File: config.mk
export PLATFORM = sky130hd
export DESIGN_NAME = fault_injection_ctrl
export DESIGN_NICKNAME = d
export VERILOG_FILES = /design/src/rtl/fault_inj_pkg.sv /design/src/rtl/fi_down_counter.sv /design/src/rtl/fault_injection_ctrl.sv
export SDC_FILE = /design/constraint.sdc
export NUM_CORES = 1
export LEC_CHECK = 0
export ABC_CLOCK_PERIOD_IN_PS = 6200
export BUFFER_PORTS_ARGS = -buffer_cell sky130_fd_sc_hd__buf_2
export CORE_UTILIZATION = 40
export CTS_BUF_LIST = sky130_fd_sc_hd__clkbuf_16
export CTS_CLUSTER_DIAMETER = 200
export DETAILED_ROUTE_END_ITERATION = 8
export GPL_TIMING_DRIVEN = 0
export RECOVER_POWER = 100
export SLEW_MARGIN = 15
export SYNTH_ARGS = -nofsm -noshare
export SYNTH_HDL_FRONTEND = slang
export SYNTH_SLANG_ARGS = --single-unit
File: constraint.sdc
create_clock -name clk -period 6.2 [get_ports clk]
set_input_delay 0.62 -clock clk [delete_from_list [all_inputs] [get_ports clk]]
set_output_delay 0.62 -clock clk [all_outputs]
set_load 0.01 [all_outputs]
File: src/rtl/fault_inj_pkg.sv
// fault_inj_pkg -- shared constants and types for the fault injection controller.
//   FI_SA0 / FI_SA1 / FI_FLIP / FI_TOGGLE : cfg_mode encodings
//   fi_state_t                           : controller FSM state
//   FI_EVT_W                             : width of the optional injection event counter
package fault_inj_pkg;

    localparam logic [1:0] FI_SA0    = 2'b00;  // data & ~mask
    localparam logic [1:0] FI_SA1    = 2'b01;  // data |  mask
    localparam logic [1:0] FI_FLIP   = 2'b10;  // data ^  mask
    localparam logic [1:0] FI_TOGGLE = 2'b11;  // data ^ (mask & phase), phase alternates

    localparam int FI_EVT_W = 16;

    typedef enum logic [1:0] {
        ST_IDLE   = 2'd0,
        ST_ARMED  = 2'd1,
        ST_DELAY  = 2'd2,
        ST_INJECT = 2'd3
    } fi_state_t;

endpackage

File: src/rtl/fi_down_counter.sv
// fi_down_counter -- loadable down-counter shared by the DELAY and INJECT phases.
//   clk, rst  : clock, synchronous active-high reset (clears the count)
//   load      : load load_val (has priority over dec)
//   load_val  : value to load
//   dec       : decrement by one; holds at zero, never wraps
//   zero      : count == 0
module fi_down_counter #(
    parameter int CNT_W = 16
) (
    input  logic             clk,
    input  logic             rst,
    input  logic             load,
    input  logic [CNT_W-1:0] load_val,
    input  logic             dec,
    output logic             zero
);

    logic [CNT_W-1:0] count;

    always_ff @(posedge clk) begin
        if (rst) begin
            count <= '0;
        end else if (load) begin
            count <= load_val;
        end else if (dec && !zero) begin
            count <= count - 1'b1;
        end
    end

    assign zero = (count == '0);

endmodule

File: src/rtl/fault_injection_ctrl.sv
// fault_injection_ctrl -- applies a configurable fault to a registered data path.
// A configuration (mode, mask, delay, duration) is accepted in IDLE, the block
// arms, and a trigger starts a delay followed by an injection window during which
// data_i is corrupted before being registered onto data_o.
//
// Ports:
//   clk, rst              : clock, synchronous active-high reset
//   data_i / data_o       : fault-free input / registered (possibly faulted) output
//   cfg_valid / cfg_ready : configuration handshake (ready only in IDLE)
//   cfg_mode, cfg_mask    : fault type and target bits
//   cfg_delay, cfg_dur    : trigger-to-inject delay and inject duration (0 = permanent)
//   trig_i, abort_i       : trigger (level, honoured in ARMED) / cancel to IDLE
//   active_o, done_o      : in INJECT / one-cycle completion pulse
//   inj_count_o           : saturating count of INJECT entries, only when
//                           FAULT_INJ_EVENT_CNT_EN is defined
module fault_injection_ctrl
    import fault_inj_pkg::*;
#(
    parameter int WIDTH = 8,
    parameter int CNT_W = 16
) (
    input  logic             clk,
    input  logic             rst,
    input  logic [WIDTH-1:0] data_i,
    output logic [WIDTH-1:0] data_o,
    input  logic             cfg_valid,
    output logic             cfg_ready,
    input  logic [1:0]       cfg_mode,
    input  logic [WIDTH-1:0] cfg_mask,
    input  logic [CNT_W-1:0] cfg_delay,
    input  logic [CNT_W-1:0] cfg_dur,
    input  logic             trig_i,
    input  logic             abort_i,
    output logic             active_o,
    output logic             done_o
`ifdef FAULT_INJ_EVENT_CNT_EN
    ,
    output logic [FI_EVT_W-1:0] inj_count_o
`endif
);

    fi_state_t        state, next_state;
    logic [1:0]       mode_q;
    logic [WIDTH-1:0] mask_q;
    logic [CNT_W-1:0] delay_q, dur_q;
    logic             phase;

    logic             cfg_take;
    logic             done_set;
    logic             cnt_load, cnt_dec, cnt_zero;
    logic [CNT_W-1:0] cnt_val;
    logic             inject_entry;
    logic [WIDTH-1:0] fault_mask, data_fault;

    fi_down_counter #(.CNT_W(CNT_W)) u_cnt (
        .clk      (clk),
        .rst      (rst),
        .load     (cnt_load),
        .load_val (cnt_val),
        .dec      (cnt_dec),
        .zero     (cnt_zero)
    );

    always_ff @(posedge clk) begin
        if (rst) state <= ST_IDLE;
        else     state <= next_state;
    end

    // The counter is loaded with N-1 on phase entry so that a phase of N cycles
    // ends on the cycle the counter reads zero; N = 2^CNT_W-1 therefore fits.
    always_comb begin
        next_state = state;
        cfg_take   = 1'b0;
        done_set   = 1'b0;
        cnt_load   = 1'b0;
        cnt_dec    = 1'b0;
        cnt_val    = '0;
        case (state)
            ST_IDLE: begin
                if (cfg_valid) begin
                    next_state = ST_ARMED;
                    cfg_take   = 1'b1;
                end
            end
            ST_ARMED: begin
                if (trig_i) begin
                    cnt_load = 1'b1;
                    if (delay_q == '0) begin
                        next_state = ST_INJECT;
                        cnt_val    = dur_q - 1'b1;
                    end else begin
                        next_state = ST_DELAY;
                        cnt_val    = delay_q - 1'b1;
                    end
                end
            end
            ST_DELAY: begin
                if (cnt_zero) begin
                    next_state = ST_INJECT;
                    cnt_load   = 1'b1;
                    cnt_val    = dur_q - 1'b1;
                end else begin
                    cnt_dec = 1'b1;
                end
            end
            ST_INJECT: begin
                // dur_q == 0 means a permanent fault: never leave on our own
                if (dur_q != '0) begin
                    if (cnt_zero) begin
                        next_state = ST_IDLE;
                        done_set   = 1'b1;
                    end else begin
                        cnt_dec = 1'b1;
                    end
                end
            end
            default: next_state = ST_IDLE;
        endcase
        if (abort_i) begin
            next_state = ST_IDLE;
            cfg_take   = 1'b0;
            done_set   = 1'b0;
            cnt_load   = 1'b0;
            cnt_dec    = 1'b0;
        end
    end

    assign inject_entry = (next_state == ST_INJECT) && (state != ST_INJECT);
    assign cfg_ready    = (state == ST_IDLE);
    assign active_o     = (state == ST_INJECT);

    always_comb begin
        fault_mask = (mode_q == FI_TOGGLE) ? (mask_q & {WIDTH{phase}}) : mask_q;
        data_fault = data_i;
        if (state == ST_INJECT) begin
            case (mode_q)
                FI_SA0:  data_fault = data_i & ~fault_mask;
                FI_SA1:  data_fault = data_i |  fault_mask;
                default: data_fault = data_i ^  fault_mask;
            endcase
        end
    end

    always_ff @(posedge clk) begin
        if (rst) begin
            mode_q  <= FI_SA0;
            mask_q  <= '0;
            delay_q <= '0;
            dur_q   <= '0;
            phase   <= 1'b0;
            data_o  <= '0;
            done_o  <= 1'b0;
        end else begin
            if (cfg_take) begin
                mode_q  <= cfg_mode;
                mask_q  <= cfg_mask;
                delay_q <= cfg_delay;
                dur_q   <= cfg_dur;
            end
            // toggle phase is 1 on the first INJECT cycle and alternates after
            if (inject_entry)            phase <= 1'b1;
            else if (state == ST_INJECT) phase <= ~phase;
            data_o <= data_fault;
            done_o <= done_set;
        end
    end

`ifdef FAULT_INJ_EVENT_CNT_EN
    always_ff @(posedge clk) begin
        if (rst) begin
            inj_count_o <= '0;
        end else if (inject_entry && (inj_count_o != {FI_EVT_W{1'b1}})) begin
            inj_count_o <= inj_count_o + 1'b1;
        end
    end
`endif

endmodule

==> results.cfg <==
[final_layout]
most-common-layout-cells = nand2_1 (122), dfxtp_1 (70), buf_2 (56), a21oi_1 (53), clkbuf_1 (38)
final_cells = 750
nets = 693
n_antenna_cell = 0
n_fill_cell = 996
syn_to_final_growth_pct = 18.7
layout_commonest_cell = nand2_1
drive_above_1_share_pct = 12.5

[clocking]
post_cts_buffers = 0
ctsHoldBuffers = 0
cts_resized = 0
cts_tree = built
clockBufferDepth = 2
clkTransAtPathRegs_ps = 60
clk_latency_ps = 330
htreeDepth = 3
cts_root_buffer = clkbuf_16
cts_made_buffers = 9
cts.sinks = 70

[outcome]
status = finished, final reports clean

[setup_path]
cp-start-kind = flip-flop
r2r-start = dur_q[2]
cp_data_arrival_time_ps = 3210
endpoint_kind = flip-flop
crit_type = reg2reg
crit_top_cell = nor4_1
critPathLaunch = dur_q[2]
critPathMaxFanout = 10
cp.required_ps = 6440
rrSetupSlack_ps = 3230
worst_path_max_delay_cell = nor4_1
crit_chain = nor4_1, nand4_1, nor4_1, clkbuf_1, nor3_1, xnor2_1, a211oi_1
cpPeakStageDelay_ps = 670

[synth]
postSynthCellCount = 538
synth_area_um2 = 4140
synth_ff_type = dfxtp_1
ys_types = 49
syn_avg_cell_area_um2 = 7.69
synth-warning-count = 0
async_flop_share_pct = 0
synth-seq-area-share_pct = 33.9
synth_seq_cells = 70
synth_edf_count = 0
synth_fp_nets = 618

[min_path]
min_path_type = reg2reg
min_from = mask_q[2]

[pwr]
p_seq_share_pct = 39.1
comb_power_share_pct = 16.8
clockPowerShare_pct = 44.1
ir_worst_vdd_mv = 0.148
total_power_mw = 1.24
p_leak_nw = 1.93
p_sw_uw = 339
swShare_pct = 27.4
intPower_uw = 899
pwr_density_cell_nw_per_um2 = 252

[floorplanning]
start_util_pct = 41.7
core_um2 = 9910
fp.dieW_um = 104
dieArea_um2 = 10700
ioPinCount = 66
core.rowCount = 36
die_h_um = 104

[timing]
finalHoldViolations = 0
tightest_slew_ps = 905
fin_crit_ps = 2970
drv_slew = 0
max_freq_mhz = 337
fin_crit_sh_pct = 47.9
fin_ws_ps = 3230
finalSetupViolations = 0
clock_skew_ps = 6.44
rsz0062_at_grt = no
final.setup.tns_ps = 0
relSlewSlack_pct = 39.1

[global_routing]
grt_usage_pct = 21.6
grt_pass1_vias = 3881
grt_max_degree = 13
grt_overflow = 0
grt_pass1_wl_um = 18700
grt_antenna_before_repair = 0

[placed_design]
place.gp.congestion = 0.893
post-place-cells = 735
place_hpwl_um = 8380
port_buffers = 64
dp_slack_ps = 3560

[detailed_routing]
dr.pass1.iters = 5
wirelength_um = 11000
num_vias = 3989
drt_iter0_markers = 232
routedWlPerCell_um = 14.6
viasPerCell = 5.32
postRouteAntennaNets = 0
drc = 0

[job]
max-cap-violations = 0
-- cell usage after synthesis, types with 2 or more instances --
library cell	count	share of area, %
clkbuf_1	26	2.4
xnor2_1	24	5.1
or4_1	2	0.36
nor4b_1	2	0.42
nor3_1	19	2.3
and4_1	2	0.42
and3_1	2	0.30
or3_1	4	0.61
mux2i_1	10	2.4
nor2_1	35	3.2
dfxtp_1	70	34
nand4b_1	2	0.42
o21ai_0	8	0.97
nand3_1	10	1.2
a21oi_1	53	6.4
nand2b_1	3	0.45
ha_1	25	7.6
nand4_1	5	0.76
nand2_1	122	11
xor2_1	16	3.4
inv_1	21	1.9
nor4_2	2	0.61
a221oi_1	10	2.1
nand3b_1	4	0.73
nor3b_1	3	0.54
nor4_1	11	1.7
or4_4	2	0.54
buf_2	4	0.48
o22ai_1	2	0.30
a211oi_1	20	3.6
-- final cells by class --
class                   count  area (um2)  share of cell area, %
clock inverters             6        87.6                   1.78
multi-input cells         416        2520                   51.4
repair buffers             64         307                   6.25
flip-flops and latches     70        1400                   28.6
plain buffers              31         120                   2.45
clock buffers               9         225                   4.59
inverters                  21        78.8                   1.61
well taps                 133         166                   3.39
-- layer usage --
metal / GRT usage, % / vias to the layer above / part of all wire (%)
met3: 3.52 / 21 / 4.6
met1: 29.3 / 1855 / 48
met4: 9.90 / 0 / 2.7
li1: - / 2022 / -
met2: 33.7 / 91 / 44
met5: 0 / - / 0
-- critical path: cells and delay by family (launching register included) --
kind	cells	cell delay, ps
flip-flops	1	360
AO/OA/AOI/OAI	1	240
buffers and inverters	1	410
AND/OR/NAND/NOR	4	1720
XOR/XNOR	1	150
-- state kept, by name, indices dropped and copies added (netlist names) --
signal       cells
delay_q         16
mask_q           8
dur_q           16
u_cnt.count     16
done_o           1
mode_q           2
data_o           8
phase            1
state            2
-- power by group through the flow --
stage	logic [mW]	registers, mW	clock network, mW
2_1_floorplan	0.145	0.491	0
3_3_place_gp	0.203	0.493	0
3_5_place_dp	0.209	0.493	0
4_1_cts	0.210	0.484	0.555
5_1_grt	0.234	0.486	0.573
6_report	0.208	0.484	0.546
-- cell families after synthesis --
kind of cell	Yosys count	share of synthesized area, %
DFF	70	33.9
buffers and inverters	52	4.84
adders and majority gates	25	7.56
muxes	10	2.42
and+or+nand+nor	237	27.2
AOI/OAI and AO/OA	104	15.6
xor gates and xnor gates	40	8.47
-- path summary, 6_finish.rpt --
path | depth (start not counted) | end
worst max-delay path | 7 | u_cnt.count[5]
worst min-delay path | 2 | mask_q[2]
worst max register to register | 7 | u_cnt.count[5]
worst min register to register | 2 | mask_q[2]
-- through the flow --
step / hold WS [ps] / util [%] / cell area, um2
after detailed placement: 447 / 46.6 / 4620
final: 456 / 49.5 / 4910
after global placement: 445 / 46.6 / 4620
after CTS: 455 / 49.8 / 4930
after floorplan: 437 / - / 4140
after global routing: 467 / 49.5 / 4910
Note: power is estimated with default switching activity, not from simulation.
